## config.mk

```make
export PLATFORM = sky130hd
export DESIGN_NAME = rx_fifo_flat
export DESIGN_NICKNAME = d
export VERILOG_FILES = /design/src/rtl/rx_pkg.sv /design/src/rtl/rx_fifo_if.sv /design/src/rtl/rx_sync_edge.sv /design/src/rtl/rx_fifo.sv /design/src/flat_wrapper.sv
export SDC_FILE = /design/constraint.sdc
export NUM_CORES = 1
export LEC_CHECK = 0
export BUFFER_PORTS_ARGS = -buffer_cell sky130_fd_sc_hd__buf_4
export CELL_PAD_IN_SITES_DETAIL_PLACEMENT = 2
export CELL_PAD_IN_SITES_GLOBAL_PLACEMENT = 2
export CORE_UTILIZATION = 46
export DETAILED_ROUTE_END_ITERATION = 16
export GPL_TIMING_DRIVEN = 0
export MAX_ROUTING_LAYER = met4
export PLACE_DENSITY_LB_ADDON = 0.2
export SYNTH_ARGS = -nofsm -noshare
export SYNTH_HDL_FRONTEND = slang
export SYNTH_SLANG_ARGS = --single-unit
```

## constraint.sdc

```tcl
create_clock -name Clock -period 3.28 [get_ports Clock]
set_input_delay 0.164 -clock Clock [delete_from_list [all_inputs] [get_ports Clock]]
set_output_delay 0.164 -clock Clock [all_outputs]
set_load 0.005 [all_outputs]
```

## src/rtl/rx_pkg.sv

```systemverilog
// Shared constants and types for the UART receive FIFO.
// Entry layout is {err, data}; occupancy is derived from the count.
package rx_pkg;

    localparam int RX_FIFO_DEPTH_DEF = 16;
    localparam int RX_DATA_W         = 8;
    localparam int RX_PTR_W          = $clog2(RX_FIFO_DEPTH_DEF);

    typedef struct packed {
        logic                 err;
        logic [RX_DATA_W-1:0] data;
    } rx_entry_t;

    typedef enum logic [1:0] {
        OCC_EMPTY,
        OCC_PARTIAL,
        OCC_FULL
    } occ_t;

endpackage

```

## src/rtl/rx_fifo_if.sv

```systemverilog
// Receiver-side capture signals plus host-side FWFT read port.
// master = receiver/host side, slave = the FIFO.
interface rx_fifo_if
    import rx_pkg::*;
#(
    parameter int DEPTH = RX_FIFO_DEPTH_DEF,
    parameter int WIDTH = RX_DATA_W
);

    logic                     DoneFlag;
    logic                     ErrorFlag;
    logic [WIDTH-1:0]         Data;
    logic                     ReadEn;
    logic                     ClearOverrun;
    logic [WIDTH-1:0]         RdData;
    logic                     RdError;
    logic                     Empty;
    logic                     Full;
    logic [$clog2(DEPTH):0]   Count;
    logic                     Overrun;
    logic [7:0]               DropCount;

    modport master (
        output DoneFlag, ErrorFlag, Data, ReadEn, ClearOverrun,
        input  RdData, RdError, Empty, Full, Count, Overrun, DropCount
    );

    modport slave (
        input  DoneFlag, ErrorFlag, Data, ReadEn, ClearOverrun,
        output RdData, RdError, Empty, Full, Count, Overrun, DropCount
    );

endinterface

```

## src/rtl/rx_sync_edge.sv

```systemverilog
// Two-flop synchroniser with a single-cycle rising-edge pulse output.
// A level already high when reset releases is not reported as an edge.
module rx_sync_edge (
    input  logic clk,
    input  logic rst_n,
    input  logic async_i,
    output logic pulse_o
);

    logic s1_q, s1_d;
    logic s2_q, s2_d;
    logic s3_q, s3_d;
    logic v1_q, v1_d;
    logic v2_q, v2_d;
    logic arm_q, arm_d;

    // v1/v2 track when s2 holds a real sample; arm only after seeing it low
    always_comb begin
        s1_d  = async_i;
        s2_d  = s1_q;
        s3_d  = s2_q;
        v1_d  = 1'b1;
        v2_d  = v1_q;
        arm_d = arm_q | (v2_q & ~s2_q);
    end

    always_ff @(posedge clk or negedge rst_n) begin
        if (!rst_n) begin
            s1_q  <= 1'b0;
            s2_q  <= 1'b0;
            s3_q  <= 1'b0;
            v1_q  <= 1'b0;
            v2_q  <= 1'b0;
            arm_q <= 1'b0;
        end else begin
            s1_q  <= s1_d;
            s2_q  <= s2_d;
            s3_q  <= s3_d;
            v1_q  <= v1_d;
            v2_q  <= v2_d;
            arm_q <= arm_d;
        end
    end

    assign pulse_o = s2_q & ~s3_q & arm_q;

endmodule

```

## src/rtl/rx_fifo.sv

```systemverilog
// FWFT receive buffer behind the UART receiver; never stalls the receiver.
// Define RX_FIFO_ERR_DROP_EN to discard errored frames and count them.
module rx_fifo
    import rx_pkg::*;
#(
    parameter int DEPTH = RX_FIFO_DEPTH_DEF,
    parameter int WIDTH = RX_DATA_W
) (
    input  logic     Clock,
    input  logic     ResetN,
    rx_fifo_if.slave bus
);

    localparam int PW = $clog2(DEPTH);
    localparam int CW = PW + 1;

    logic          push;
    rx_entry_t     wr_ent;
    rx_entry_t     mem_q [DEPTH];
    rx_entry_t     mem_d [DEPTH];
    logic [PW-1:0] wr_ptr_q, wr_ptr_d;
    logic [PW-1:0] rd_ptr_q, rd_ptr_d;
    logic [CW-1:0] count_q, count_d;
    logic          overrun_q, overrun_d;
    logic [7:0]    drop_cnt_q, drop_cnt_d;
    occ_t          occ;
    logic          empty, full;
    logic          err_drop, keep;
    logic          do_wr, do_rd, ovf;

    rx_sync_edge u_sync (
        .clk     (Clock),
        .rst_n   (ResetN),
        .async_i (bus.DoneFlag),
        .pulse_o (push)
    );

    always_comb begin
        wr_ent.err  = bus.ErrorFlag;
        wr_ent.data = bus.Data;
    end

    always_comb begin
        occ = OCC_PARTIAL;
        if (count_q == '0)
            occ = OCC_EMPTY;
        else if (count_q == CW'(DEPTH))
            occ = OCC_FULL;
    end

    assign empty = (occ == OCC_EMPTY);
    assign full  = (occ == OCC_FULL);

`ifdef RX_FIFO_ERR_DROP_EN
    assign err_drop = push & bus.ErrorFlag;
`else
    assign err_drop = 1'b0;
`endif

    // a pop from a full FIFO frees the slot the same-cycle push lands in
    assign keep  = push & ~err_drop;
    assign do_rd = bus.ReadEn & ~empty;
    assign do_wr = keep & (~full | do_rd);
    assign ovf   = keep & full & ~do_rd;

    always_comb begin
        mem_d    = mem_q;
        wr_ptr_d = wr_ptr_q;
        rd_ptr_d = rd_ptr_q;
        if (do_wr) begin
            mem_d[wr_ptr_q] = wr_ent;
            wr_ptr_d        = wr_ptr_q + PW'(1);
        end
        if (do_rd)
            rd_ptr_d = rd_ptr_q + PW'(1);
    end

    always_comb begin
        unique case ({do_wr, do_rd})
            2'b10:   count_d = count_q + CW'(1);
            2'b01:   count_d = count_q - CW'(1);
            default: count_d = count_q;
        endcase
    end

    always_comb begin
        overrun_d  = (overrun_q & ~bus.ClearOverrun) | ovf;
        drop_cnt_d = drop_cnt_q;
        if (err_drop && drop_cnt_q != 8'hFF)
            drop_cnt_d = drop_cnt_q + 8'd1;
    end

    always_ff @(posedge Clock or negedge ResetN) begin
        if (!ResetN) begin
            for (int i = 0; i < DEPTH; i++)
                mem_q[i] <= '0;
            wr_ptr_q   <= '0;
            rd_ptr_q   <= '0;
            count_q    <= '0;
            overrun_q  <= 1'b0;
            drop_cnt_q <= '0;
        end else begin
            mem_q      <= mem_d;
            wr_ptr_q   <= wr_ptr_d;
            rd_ptr_q   <= rd_ptr_d;
            count_q    <= count_d;
            overrun_q  <= overrun_d;
            drop_cnt_q <= drop_cnt_d;
        end
    end

    assign bus.RdData    = mem_q[rd_ptr_q].data;
`ifdef RX_FIFO_ERR_DROP_EN
    assign bus.RdError   = 1'b0;
`else
    assign bus.RdError   = mem_q[rd_ptr_q].err;
`endif
    assign bus.Empty     = empty;
    assign bus.Full      = full;
    assign bus.Count     = count_q;
    assign bus.Overrun   = overrun_q;
    assign bus.DropCount = drop_cnt_q;

endmodule
```

## src/flat_wrapper.sv

```systemverilog
// flat-port wrapper written by rule: the top's interface ports become plain ports
module rx_fifo_flat import rx_pkg::*;
#(
    parameter int DEPTH = RX_FIFO_DEPTH_DEF,
    parameter int WIDTH = RX_DATA_W
)
  (Clock, ResetN, bus_DoneFlag, bus_ErrorFlag, bus_Data, bus_ReadEn, bus_ClearOverrun, bus_RdData, bus_RdError, bus_Empty, bus_Full, bus_Count, bus_Overrun, bus_DropCount);
  rx_fifo_if #(.DEPTH(DEPTH), .WIDTH(WIDTH)) bus_i ();
  input  logic Clock;
  input  logic ResetN;
  input wire logic [$bits(bus_i.DoneFlag)-1:0] bus_DoneFlag;
  input wire logic [$bits(bus_i.ErrorFlag)-1:0] bus_ErrorFlag;
  input wire logic [$bits(bus_i.Data)-1:0] bus_Data;
  input wire logic [$bits(bus_i.ReadEn)-1:0] bus_ReadEn;
  input wire logic [$bits(bus_i.ClearOverrun)-1:0] bus_ClearOverrun;
  output wire logic [$bits(bus_i.RdData)-1:0] bus_RdData;
  output wire logic [$bits(bus_i.RdError)-1:0] bus_RdError;
  output wire logic [$bits(bus_i.Empty)-1:0] bus_Empty;
  output wire logic [$bits(bus_i.Full)-1:0] bus_Full;
  output wire logic [$bits(bus_i.Count)-1:0] bus_Count;
  output wire logic [$bits(bus_i.Overrun)-1:0] bus_Overrun;
  output wire logic [$bits(bus_i.DropCount)-1:0] bus_DropCount;
  assign bus_i.DoneFlag = bus_DoneFlag;
  assign bus_i.ErrorFlag = bus_ErrorFlag;
  assign bus_i.Data = bus_Data;
  assign bus_i.ReadEn = bus_ReadEn;
  assign bus_i.ClearOverrun = bus_ClearOverrun;
  assign bus_RdData = bus_i.RdData;
  assign bus_RdError = bus_i.RdError;
  assign bus_Empty = bus_i.Empty;
  assign bus_Full = bus_i.Full;
  assign bus_Count = bus_i.Count;
  assign bus_Overrun = bus_i.Overrun;
  assign bus_DropCount = bus_i.DropCount;
  rx_fifo #(.DEPTH(DEPTH), .WIDTH(WIDTH)) u_core (.Clock(Clock), .ResetN(ResetN), .bus(bus_i));
endmodule
```

* After elaboration in Yosys (flattened, before gate mapping)
Cells that the tools add are included.
Cells by class: multiplexer cells 9, reductions and logical operators 4, $add $sub $neg 4, bitwise operators 19, magnitude comparators 3, eq/ne operators 4
Operators with widths (count):
- $bwmux W144 | 1
- $bmux W9 S4 | 1
- $demux W9 S4 | 1
- $mux W9 | 3
- $ge A5 B5 Y1 const B | 2
- $not A4 Y5 | 2
- $pmux W5 S2 | 1
- $add A4 B1 Y4 const B | 2
- $and A1 B1 Y1 | 8
- $not A1 Y1 | 6
- $add A5 B1 Y5 const B | 1
- $eq A5 B5 Y1 const B | 1
- $logic_not A5 Y1 | 1
- $lt A5 B1 Y1 const B | 1
- $sub A5 B1 Y5 const B | 1
- $eq A2 B2 Y1 const B | 2
- $mux W2 | 2
- $or A1 B1 Y1 | 3
- $eq A2 B1 Y1 const B | 1
- $logic_not A2 Y1 | 1
- $reduce_bool A2 Y1 | 1
- $logic_and A1 B1 Y1 | 1
Storage, ports and cells: output and inout port bits 25, bits of input ports 14, logic and storage cells 85, register bits 164

* Logic depth before layout (Yosys ltp)
Gate-level depths: netlist of the first run.
word-level depth 10, mapped depth 14, depth with buffers taken out 10

* Hierarchy
Synthesis of the first run repeated with hierarchy kept, for this count alone.
Second synthesis, totals: cell total of the unflattened synthesis 505, area total of the unflattened synthesis 7562.3 sq um
By module, submodules not included:
- rx_fifo | sequential area each 3953.8 sq um, instances 1, area an instance 7389.6 sq um, cells an instance 494
- rx_sync_edge | sequential area each 150.1 sq um, instances 1, area an instance 172.7 sq um, cells an instance 11

* Worst setup path after synthesis of the first run
Ideal clock, no wire load.
path type register to register, start point register u_core.count_q[1], in the netlist u_core.bus.Count[1], end point register u_core.count_q[2], in the netlist u_core.bus.Count[2], buffers on the path 2, setup time 126 ps, arrival 2483 ps, data required time 3154 ps, cell stages (with the launch flop) 12, clock period less this slack 2608 ps, setup slack 672 ps, cells stage by stage dfrtp_1 > buf_6 > or4_1 > o21a_1 > ha_1 > clkbuf_1 > xor2_1 > ha_1 > a21oi_1 > xor2_1 > nor2_1 > xor2_1
On the way: cells in the longest elaborated chain, start to end 10, elaborated cells between the ends (all ways) 17, those cells by class 2 x add/sub; 4 x eq/ne; 3 x mux; 5 x bitwise; 3 x reduce/logical
Ends and longest elaborated chain:
- from (decl) | RTL line rx_fifo.sv:23 | logic [CW-1:0] count_q, count_d;
- from (signal assigned) | RTL line rx_fifo.sv:106 | count_q <= count_d;
- $eq A5 B5 Y1 | RTL line rx_fifo.sv:47 | else if (count_q == CW'(DEPTH))
- $mux W2 | RTL line rx_fifo.sv:47
- $mux W2 (*) | RTL line rx_fifo.sv:45 | if (count_q == '0)
- $logic_not A2 Y1 (*) | RTL line rx_fifo.sv:51 | assign empty = (occ == OCC_EMPTY);
- $not A1 Y1 (*) | RTL line rx_fifo.sv:62 | assign do_rd = bus.ReadEn & ~empty;
- $and A1 B1 Y1 (*) | RTL line rx_fifo.sv:62
- net u_core.do_rd | RTL line rx_fifo.sv:29 | logic do_wr, do_rd, ovf;
- $or A1 B1 Y1 | RTL line rx_fifo.sv:63 | assign do_wr = keep & (~full | do_rd);
- $and A1 B1 Y1 | RTL line rx_fifo.sv:63
- $eq A2 B1 Y1 or $eq A2 B2 Y1 (tied branches) | RTL line rx_fifo.sv:79 | unique case ({do_wr, do_rd})
- $pmux W5 S2 or $reduce_bool A2 Y1 (tied branches)
The timed path passes the listed nets; every way through them passes the cells marked *. A chain may end at the register's enable or synchronous reset.

* Final worst setup path of the first run
start point register u_core.rd_ptr_q[1], end point output bus_RdData[1]
On the way: cells in the longest elaborated chain, start to end 4
Ends and longest elaborated chain:
- from (decl) | RTL line rx_fifo.sv:22 | logic [PW-1:0] rd_ptr_q, rd_ptr_d;
- from (signal assigned) | RTL line rx_fifo.sv:105 | rd_ptr_q <= rd_ptr_d;
- $not A4 Y5 (not written as such) | RTL line rx_fifo.sv:112 | assign bus.RdData = mem_q[rd_ptr_q].data;
- $bmux W9 S4 | RTL line rx_fifo.sv:112
- $mux W9 (not written as such) (2 in series) | RTL line rx_fifo.sv:112
- to (decl) | RTL line flat_wrapper.sv:16 | output wire logic [$bits(bus_i.RdData)-1:0] bus_RdData;
Every way passes these cells. The select of a mux whose other input is x is not followed.

==> results of run 1 <==
==> flip-flops by register name, summed over array words and instances, names as in the netlist <==
signal / flops
u_core.bus.Count: 5
u_core.u_sync.v1_q: 1
u_core.u_sync.arm_q: 1
u_core.u_sync.s2_q: 1
u_core.u_sync.s3_q: 1
u_core.u_sync.s1_q: 1
u_core.wr_ptr_q: 4
u_core.u_sync.v2_q: 1
u_core.mem_q: 144
u_core.bus.Overrun: 1
u_core.rd_ptr_q: 4
==> cells by family (layout without fill, tap and decap cells) <==
logic type	Yosys count	count (layout)
DFF	164	164
muxes	182	182
xor gates and xnor gates	12	12
AOI/OAI and AO/OA	32	32
buffers and inverters	51	117
adders and majority gates	8	8
and+or+nand+nor	51	51
other	2	9
==> power by group <==
group / switching, W / total [W] / internal [W]
Sequential: 0.000578 / 0.00344 / 0.00286
Clock: 0.000814 / 0.00194 / 0.00113
Combinational: 0.00142 / 0.00331 / 0.00189
Total: 0.00281 / 0.00869 / 0.00588
==> timing repair <==
action / CTS / global route
setup endpoints to repair: 1 / 0
gates resized for setup: 1 / 0
endpoints found under the hold margin: 58 / 0
hold buffers: 3 / 0
==> worst reg2reg max path, cell delays in order, from the launching register on <==
cell	delay [ps]
dfrtp_1	480
or4_1	590
o21a_1	320
ha_1	250
clkbuf_1	180
xor2_1	180
ha_1	230
a21oi_1	150
xor2_1	160
nor2_1	60
xor2_1	140
==> final timing paths <==
check	end	slack, ps	depth (start not counted)
worst max-delay path	bus_RdData[1]	320	6
worst min-delay path	u_core.mem_q[31]$_DFFE_PN0P_	20	2
worst max register to register	u_core.bus.Count[2]$_DFFE_PN0P_	420	10
worst min register to register	u_core.u_sync.s2_q$_DFF_PN0_	350	0
max in group asynchronous	u_core.mem_q[46]$_DFFE_PN0P_	2050	3
min in group asynchronous	u_core.mem_q[105]$_DFFE_PN0P_	260	2
==> per-layer routing <==
metal  global-route usage, %  vias to the layer above  wire length [um]
li1                        -                     1942                 -
met1                    31.6                     2501              8680
met2                    45.0                       81             11200
met3                    4.35                       35               562
met4                    9.34                        0               476
met5                       -                        -                 0
==> stage by stage <==
stage               worst slack, ps  std cells
floorplan                       672        509
global placement                456        759
detailed placement              420        760
CTS                             257        795
global route                    222        795
finish                          315        795
==> Yosys cell counts, types with 2 or more instances <==
| master | number | area [sq um] |
|---|---|---|
| dfrtp_1 | 164 | 4100 |
| mux2_4 | 81 | 1220 |
| mux2_2 | 64 | 721 |
| mux4_2 | 36 | 811 |
| a22oi_1 | 18 | 135 |
| clkbuf_1 | 13 | 48.8 |
| nand2_1 | 13 | 48.8 |
| buf_6 | 12 | 135 |
| and3_4 | 9 | 101 |
| buf_4 | 9 | 67.6 |
| buf_2 | 8 | 40.0 |
| ha_1 | 8 | 100 |
| xnor2_1 | 7 | 61.3 |
| inv_1 | 6 | 22.5 |
| nor2_1 | 6 | 22.5 |
| nor2b_1 | 6 | 37.5 |
| xor2_1 | 5 | 43.8 |
| a21oi_1 | 4 | 20.0 |
| nand3_4 | 4 | 70.1 |
| and2_1 | 3 | 18.8 |
| and3_1 | 3 | 18.8 |
| buf_1 | 3 | 11.3 |
| a21o_1 | 2 | 15.0 |
| conb_1 | 2 | 7.51 |
| nand4_1 | 2 | 12.5 |
| o21ai_0 | 2 | 10.0 |
==> cell type report <==
| cell class | instances | area share [%] |
|---|---|---|
| clock buffers | 21 | 4.92 |
| plain buffers | 45 | 3.32 |
| clock inverters | 11 | 1.20 |
| flip-flops and latches | 164 | 44.8 |
| inverters | 6 | 0.246 |
| multi-input cells | 294 | 39.3 |
| repair buffers | 34 | 3.17 |
| well taps | 220 | 3.01 |
==> flow_metrics.py, run 1 <==
metrics = {
    "clocking": {
        "clock_latency_ps": 430,
        "clkSlewWorstSetupHoldPaths_ps": 60,
        "numCtsBuffers": 17,
        "post_cts_buffers": 0,
        "htree_levels": 4,
        "clockBufferDepth": 2,
        "clock-sinks": 164,
        "clock-root-buffer": "clkbuf_16",
        "cts_tree": "yes",
    },
    "timing": {
        "period_share_pct": 90.4,
        "setup_viol": 0,
        "whs_ps": 24.5,
        "setup-tns-final_ps": 0,
        "fin_crit_ps": 2960,
        "fin_skew_ps": 9.12,
        "slew_viol_final": 0,
        "worstMarginPinSlew_ps": 883,
        "rsz0062_at_grt": "no",
        "slew_headroom_pct": 41.1,
        "clock.fmax_mhz": 337,
        "hold_viol": 0,
    },
    "global_route": {
        "grt_overflow": 0,
        "grt_max_degree": 109,
        "grt_pass1_wl_mm": 33.2,
        "grt_pass1_vias": 5442,
        "grt_antenna_before_repair": 0,
        "grt_use_total_pct": 26.4,
    },
    "logic_synthesis": {
        "synth_seq_cells": 164,
        "synth_edf_count": 0,
        "synth_xor_area_share_pct": 1.31,
        "synth_top_family_by_area": "multiplexers",
        "synthFlopType": "dfrtp_1",
        "synth-simple-area-share_pct": 4.75,
        "synth_mux_area_share_pct": 34.5,
        "synth_async_sr_flop_share_pct": 100,
        "synthDistinctLibCells": 38,
        "yosysSeqAreaShare_pct": 51.3,
        "syn_inst": 502,
        "synth_compound_area_share_pct": 2.80,
        "synth_adder_area_share_pct": 1.25,
        "yosys_warnings": 0,
        "syn_avg_cell_area_sq_um": 15.9,
        "syn-cell-area_sq_um": 8010,
    },
    "cells_and_area": {
        "drive_above_1_share_pct": 49.7,
        "multi_input_area_sq_um": 3600,
        "fin_area_sq_um": 9160,
        "fillers": 1487,
        "syn_to_final_growth_pct": 14.4,
        "layout_commonest_cell": "dfrtp_1",
        "layout_common_cells": "dfrtp_1, mux2_4, mux2_2, buf_4, mux4_2",
        "diodes": 0,
        "final_core_util_pct": 54.6,
        "final-seq-area_sq_um": 4100,
        "finalNetCount": 584,
    },
    "worst_setup_path": {
        "max_stage_delay_ps": 540,
        "cp_top_family": "buffers and inverters",
        "required_ps": 3120,
        "worst_path_max_delay_cell": "clkbuf_1",
        "critical_path_class": "flip-flop to output pin",
        "endpoint_kind": "output pin",
        "startpoint_type": "flip-flop",
        "rr_startpoint": "u_core.bus.Count[0]$_DFFE_PN0P_",
        "path_cells": "clkbuf_1 > buf_2 > mux4_2 > a22oi_1 > nand2_1 > buf_4",
        "path_max_fanout": 10,
        "cp_num_buf_inv": 3,
        "startpoint": "u_core.rd_ptr_q[1]$_DFFE_PN0P_",
        "cp.arrival_ps": 2800,
    },
    "pwr": {
        "total_power_w": 0.00869,
        "power_density_nw_per_um2": 949,
        "ir_worst_vdd_uv": 468,
        "leakagePower_nw": 4.19,
    },
    "place": {
        "hpwl_mm": 13.2,
        "portBuffers": 30,
        "place_congestion": 0.745,
        "place_area_sq_um": 8570,
    },
    "routing": {
        "drt_iter0_drc": 252,
        "ant_nets": 0,
        "drc_errors": 0,
        "vias_per_cell": 5.73,
        "wire_per_inst_um": 26.3,
        "dr.pass1.iters": 4,
        "routed_wl_mm": 20.9,
        "vias": 4559,
    },
    "floorplanning": {
        "initial_utilization_pct": 47.8,
        "die_y_um": 134,
        "die_x_um": 134,
        "dieArea_sq_um": 17900,
        "core_area_sq_um": 16800,
        "num_rows": 47,
        "io-pin-count": 39,
    },
    "outcome": {
        "status": "finished clean",
    },
    "hold_path": {
        "min-delay-path-class": "input pin to flip-flop",
        "holdCritStartpoint": "bus_Data[4]",
    },
    "flow_run": {
        "maxCapViolCount": 0,
    },
}
Note: power is estimated with default switching activity, not from simulation.
==> run 2, diff against run 1 <==
--- a/config.mk
+++ b/config.mk
@@ -8,6 +8,7 @@
 export BUFFER_PORTS_ARGS = -buffer_cell sky130_fd_sc_hd__buf_4
 export CELL_PAD_IN_SITES_DETAIL_PLACEMENT = 2
 export CELL_PAD_IN_SITES_GLOBAL_PLACEMENT = 2
+export CORE_ASPECT_RATIO = 0.8
 export CORE_UTILIZATION = 46
 export DETAILED_ROUTE_END_ITERATION = 16
 export GPL_TIMING_DRIVEN = 0
==> run 2 against run 1 <==
- die area is essentially flat
- sequential power barely moved
- combinational power down 2%
- setup slack worse by 17 ps
- total power shrank 1.9%
- count of clock-buffer cells in the layout unchanged
- sequential cell count stayed put
- global-route usage shrank 1.7 points
- sequential share of layout area grew 0.12 points
- clock skew barely moved
- hold slack improved by 3.5 ps
- fmax shrank 0.57%
- critical path type unchanged
- critical endpoint is now bus_RdData[0]
- largest power group unchanged
==> flow_metrics.py, run 2 (synthesis gave the netlist of run 1 again) <==
metrics = {
    "timing": {
        "slew_viol_final": 0,
        "rsz0062_at_grt": "no",
        "fin_skew_ps": 9.08,
        "clock.fmax_mhz": 335,
        "hold_viol": 0,
        "slew_headroom_pct": 38.4,
        "period_share_pct": 90.9,
        "fin_crit_ps": 2980,
        "setup-tns-final_ps": 0,
        "whs_ps": 28.0,
        "setup_viol": 0,
        "worstMarginPinSlew_ps": 921,
    },
    "global_route": {
        "grt_use_total_pct": 24.7,
        "grt_pass1_vias": 5189,
        "grt_pass1_wl_mm": 31.3,
        "grt_overflow": 0,
        "grt_max_degree": 88,
        "grt_antenna_before_repair": 0,
    },
    "routing": {
        "vias_per_cell": 5.66,
        "drc_errors": 0,
        "dr.pass1.iters": 5,
        "drt_iter0_drc": 195,
        "routed_wl_mm": 19.6,
        "ant_nets": 0,
        "vias": 4496,
        "wire_per_inst_um": 24.7,
    },
    "cells_and_area": {
        "stdcell_count": 794,
        "regMostFlops": "u_core.mem_q",
        "layout_commonest_cell": "dfrtp_1",
        "syn_to_final_growth_pct": 14.1,
        "layout_common_cells": "dfrtp_1, mux2_4, mux2_2, buf_4, mux4_2",
        "diodes": 0,
        "finalNetCount": 584,
        "drive_above_1_share_pct": 49.7,
        "largest_register_ffs": 144,
    },
    "clocking": {
        "htree_levels": 4,
        "clock-root-buffer": "clkbuf_16",
        "clock_latency_ps": 430,
        "clkSlewWorstSetupHoldPaths_ps": 60,
        "numCtsBuffers": 17,
        "clock-sinks": 164,
        "cts_tree": "yes",
        "clockBufferDepth": 2,
        "post_cts_buffers": 0,
    },
    "place": {
        "place_inst": 760,
        "portBuffers": 30,
        "place_congestion": 0.747,
        "hpwl_mm": 12.7,
    },
    "flow_run": {
        "maxCapViolCount": 0,
    },
    "pwr": {
        "total_power_w": 0.00852,
        "leakagePower_nw": 4.17,
        "ir_worst_vdd_uv": 365,
        "power_density_nw_per_um2": 933,
    },
    "floorplanning": {
        "dieArea_sq_um": 17900,
        "die_x_um": 149,
        "io-pin-count": 39,
        "initial_utilization_pct": 47.8,
        "die_y_um": 120,
        "core_area_sq_um": 16800,
        "num_rows": 42,
    },
    "worst_setup_path": {
        "path_max_fanout": 10,
        "endpoint_kind": "output pin",
        "critical_path_class": "flip-flop to output pin",
        "cp.arrival_ps": 2820,
        "required_ps": 3120,
        "startpoint_type": "flip-flop",
    },
    "hold_path": {
        "min-delay-path-class": "input pin to flip-flop",
    },
    "outcome": {
        "status": "finished clean",
    },
}
==> run 2: worst max-delay path, stage by stage (launching register included) <==
cell,delay (ps)
dfrtp_1,370
clkbuf_1,590
clkbuf_2,460
mux4_2,380
a22oi_1,310
nand2_1,120
buf_4,160
==> run 2: through the flow <==
step / setup WS (ps) / cell area, sq um / utilization, %
floorplan: 672 / 8030 / -
global route: 161 / 9130 / 54.5
global placement: 466 / 8530 / 50.9
CTS: 29.3 / 9130 / 54.5
finish: 298 / 9130 / 54.5
detailed placement: 407 / 8570 / 51.1
==> run 2: area by class of cell <==
type | count | area (sq um)
well taps | 220 | 275
plain buffers | 45 | 304
flip-flops and latches | 164 | 4100
clock buffers | 21 | 450
inverters | 6 | 22.5
repair buffers | 34 | 290
fillers | 1482 | 7630
multi-input cells | 294 | 3600
clock inverters | 10 | 85.1
==> run 2: timing repair <==
action / CTS / global route
hold endpoints to repair: 79 / 0
hold buffers: 3 / 0
endpoints found under the setup margin: 0 / 3
gates resized for setup: 0 / 1
==> run 2: worst paths after layout <==
kind,from,end,slack [ps],cells after the start
worst max-delay path,u_core.rd_ptr_q[1]$_DFFE_PN0P_,bus_RdData[0],300,6
worst min-delay path,bus_Data[2],u_core.mem_q[20]$_DFFE_PN0P_,30,2
worst max register to register,u_core.bus.Count[2]$_DFFE_PN0P_,u_core.bus.Count[2]$_DFFE_PN0P_,400,11
worst min register to register,u_core.u_sync.v1_q$_DFF_PN0_,u_core.u_sync.v2_q$_DFF_PN0_,360,0
max in group asynchronous,ResetN,u_core.bus.Count[2]$_DFFE_PN0P_,2140,3
min in group asynchronous,ResetN,u_core.mem_q[136]$_DFFE_PN0P_,310,2
==> run 2: metal layers <==
metal	up-vias	track usage (%)	wire length (um)
met5	-	-	0
met4	0	6.89	302
met3	22	4.45	611
met2	70	40.3	9950
met1	2465	31.7	8790
li1	1939	-	-
==> run 2: power breakdown <==
part           internal [W]  switching [W]
Clock               0.00105       0.000807
Sequential          0.00286       0.000554
Combinational       0.00189        0.00136
Total               0.00580        0.00272
==> run 3, diff against run 2 <==
--- a/config.mk
+++ b/config.mk
@@ -9,7 +9,7 @@
 export CELL_PAD_IN_SITES_DETAIL_PLACEMENT = 2
 export CELL_PAD_IN_SITES_GLOBAL_PLACEMENT = 2
 export CORE_ASPECT_RATIO = 0.8
-export CORE_UTILIZATION = 46
+export CORE_UTILIZATION = 49
 export DETAILED_ROUTE_END_ITERATION = 16
 export GPL_TIMING_DRIVEN = 0
 export MAX_ROUTING_LAYER = met4
==> constraint.sdc (replaced) <==
create_clock -name Clock -period 3.65 [get_ports Clock]
set_input_delay 0.1825 -clock Clock [delete_from_list [all_inputs] [get_ports Clock]]
set_output_delay 0.1825 -clock Clock [all_outputs]
set_load 0.005 [all_outputs]
==> run 3 against run 2 <==
- first-iteration DRC count rose by 39%
- setup slack improved by 120 ps
- die area fell by 6.0%
- via count rose by 3.5%
- largest cell class unchanged
==> flow_metrics.py, run 3 (synthesis gave the netlist of run 1 again) <==
metrics = {
    "worst_setup_path": {
        "critical_path_class": "flip-flop to output pin",
        "cp.arrival_ps": 3050,
        "path_cells": "clkbuf_1 > buf_1 > mux4_2 > a22oi_1 > nand2_1 > buf_4",
        "max_stage_delay_ps": 610,
        "worst_path_max_delay_cell": "clkbuf_1",
        "path_max_fanout": 10,
        "startpoint_type": "flip-flop",
        "required_ps": 3470,
        "endpoint_kind": "output pin",
        "reg2reg_slack_ps": 780,
    },
    "outcome": {
        "status": "finished clean",
    },
    "floorplanning": {
        "core_area_sq_um": 15900,
        "initial_utilization_pct": 50.5,
        "num_rows": 41,
        "die_x_um": 145,
        "io-pin-count": 39,
        "die_y_um": 116,
        "dieArea_sq_um": 16900,
    },
    "cells_and_area": {
        "finalNetCount": 584,
        "syn_to_final_growth_pct": 14.2,
        "fin_area_sq_um": 9150,
        "regMostFlops": "u_core.mem_q",
        "layout_commonest_cell": "dfrtp_1",
        "drive_above_1_share_pct": 49.7,
        "largest_register_ffs": 144,
        "layout_common_cells": "dfrtp_1, mux2_4, mux2_2, buf_4, mux4_2",
    },
    "pwr": {
        "ir_worst_vdd_uv": 456,
        "power_density_nw_per_um2": 866,
        "leakagePower_nw": 4.18,
        "total_power_w": 0.00792,
    },
    "routing": {
        "vias": 4652,
        "drc_errors": 0,
        "ant_nets": 0,
        "dr.pass1.iters": 5,
        "drt_iter0_drc": 271,
        "vias_per_cell": 5.90,
        "wire_per_inst_um": 28.6,
        "routed_wl_mm": 22.6,
    },
    "timing": {
        "fin_crit_ps": 3230,
        "clock.fmax_mhz": 310,
        "slew_headroom_pct": 18.9,
        "setup_viol": 0,
        "period_share_pct": 88.5,
        "hold_viol": 0,
        "setup-tns-final_ps": 0,
        "whs_ps": 44.8,
        "worstMarginPinSlew_ps": 1210,
        "fin_skew_ps": 14.2,
        "rsz0062_at_grt": "no",
        "slew_viol_final": 0,
    },
    "flow_run": {
        "maxCapViolCount": 0,
    },
    "global_route": {
        "grt_use_total_pct": 29.6,
        "grt_pass1_vias": 5356,
        "grt_overflow": 0,
        "grt_max_degree": 120,
        "grt_pass1_wl_mm": 34.5,
        "grt_antenna_before_repair": 1,
    },
    "place": {
        "hpwl_mm": 14.2,
        "portBuffers": 30,
        "place_congestion": 0.787,
        "place_area_sq_um": 8560,
    },
    "clocking": {
        "clock-sinks": 164,
        "cts_hold_buffers": 3,
        "numCtsBuffers": 17,
        "htree_levels": 4,
        "clkSlewWorstSetupHoldPaths_ps": 60,
        "clock-root-buffer": "clkbuf_16",
        "post_cts_buffers": 0,
        "clock_latency_ps": 440,
        "cts_tree": "yes",
        "cts-resized-gates": 0,
        "clockBufferDepth": 2,
    },
    "hold_path": {
        "min-delay-path-class": "input pin to flip-flop",
    },
}
-- run 3: cell types whose count changed in the layout (fill, tap and decap cells not counted), sizes merged --
cell      delta
buf          +1
clkbuf       -1
clkinvlp     -1
diode        +1
-- run 3: through the flow --
step,cells,worst slack (ps),utilization (%)
after floorplan,509,1040,-
after global placement,754,856,53.8
after detailed placement,755,794,54.0
after CTS,788,410,57.7
after global routing,789,351,57.7
final,789,421,57.7
-- run 3: cell type report --
class / count / area, sq um
diodes: 1 / 2.50
well taps: 215 / 269
clock inverters: 9 / 81.3
multi-input cells: 294 / 3600
fillers: 1348 / 6710
inverters: 6 / 22.5
repair buffers: 34 / 290
flip-flops and latches: 164 / 4100
clock buffers: 21 / 470
plain buffers: 45 / 303
-- run 3: path summary, 6_finish.rpt --
| kind | start | endpoint | cells after the start |
|---|---|---|---|
| setup reg to reg | u_core.bus.Count[1]$_DFFE_PN0P_ | u_core.bus.Count[2]$_DFFE_PN0P_ | 11 |
| hold / removal | bus_Data[0] | u_core.mem_q[27]$_DFFE_PN0P_ | 2 |
| setup / recovery | u_core.rd_ptr_q[1]$_DFFE_PN0P_ | bus_RdData[0] | 6 |
| max in group asynchronous | ResetN | u_core.rd_ptr_q[3]$_DFFE_PN0P_ | 3 |
| min in group asynchronous | ResetN | u_core.mem_q[93]$_DFFE_PN0P_ | 2 |
| hold reg to reg | u_core.u_sync.s1_q$_DFF_PN0_ | u_core.u_sync.s2_q$_DFF_PN0_ | 0 |
-- run 3: critical path: cells and delay by family, from the launching register on --
family | cells | cell delay [ps]
multiplexers | 1 | 420
AO/OA/AOI/OAI | 1 | 320
flip-flops | 1 | 380
AND/OR/NAND/NOR | 1 | 120
buffers and inverters | 3 | 1360
-- run 3: metal layers --
layer | GRT usage (%) | share of wire [%] | up-vias
met5 | - | 0 | -
met2 | 50.3 | 51 | 112
met3 | 4.92 | 3.4 | 45
met4 | 13.5 | 2.7 | 0
met1 | 35.0 | 43 | 2555
li1 | - | - | 1940
-- run 3: where the power goes --
group | internal [W] | switching [W] | total (W)
registers | 0.00257 | 0.000564 | 0.00313
logic | 0.00170 | 0.00136 | 0.00306
clock network | 0.000981 | 0.000742 | 0.00172
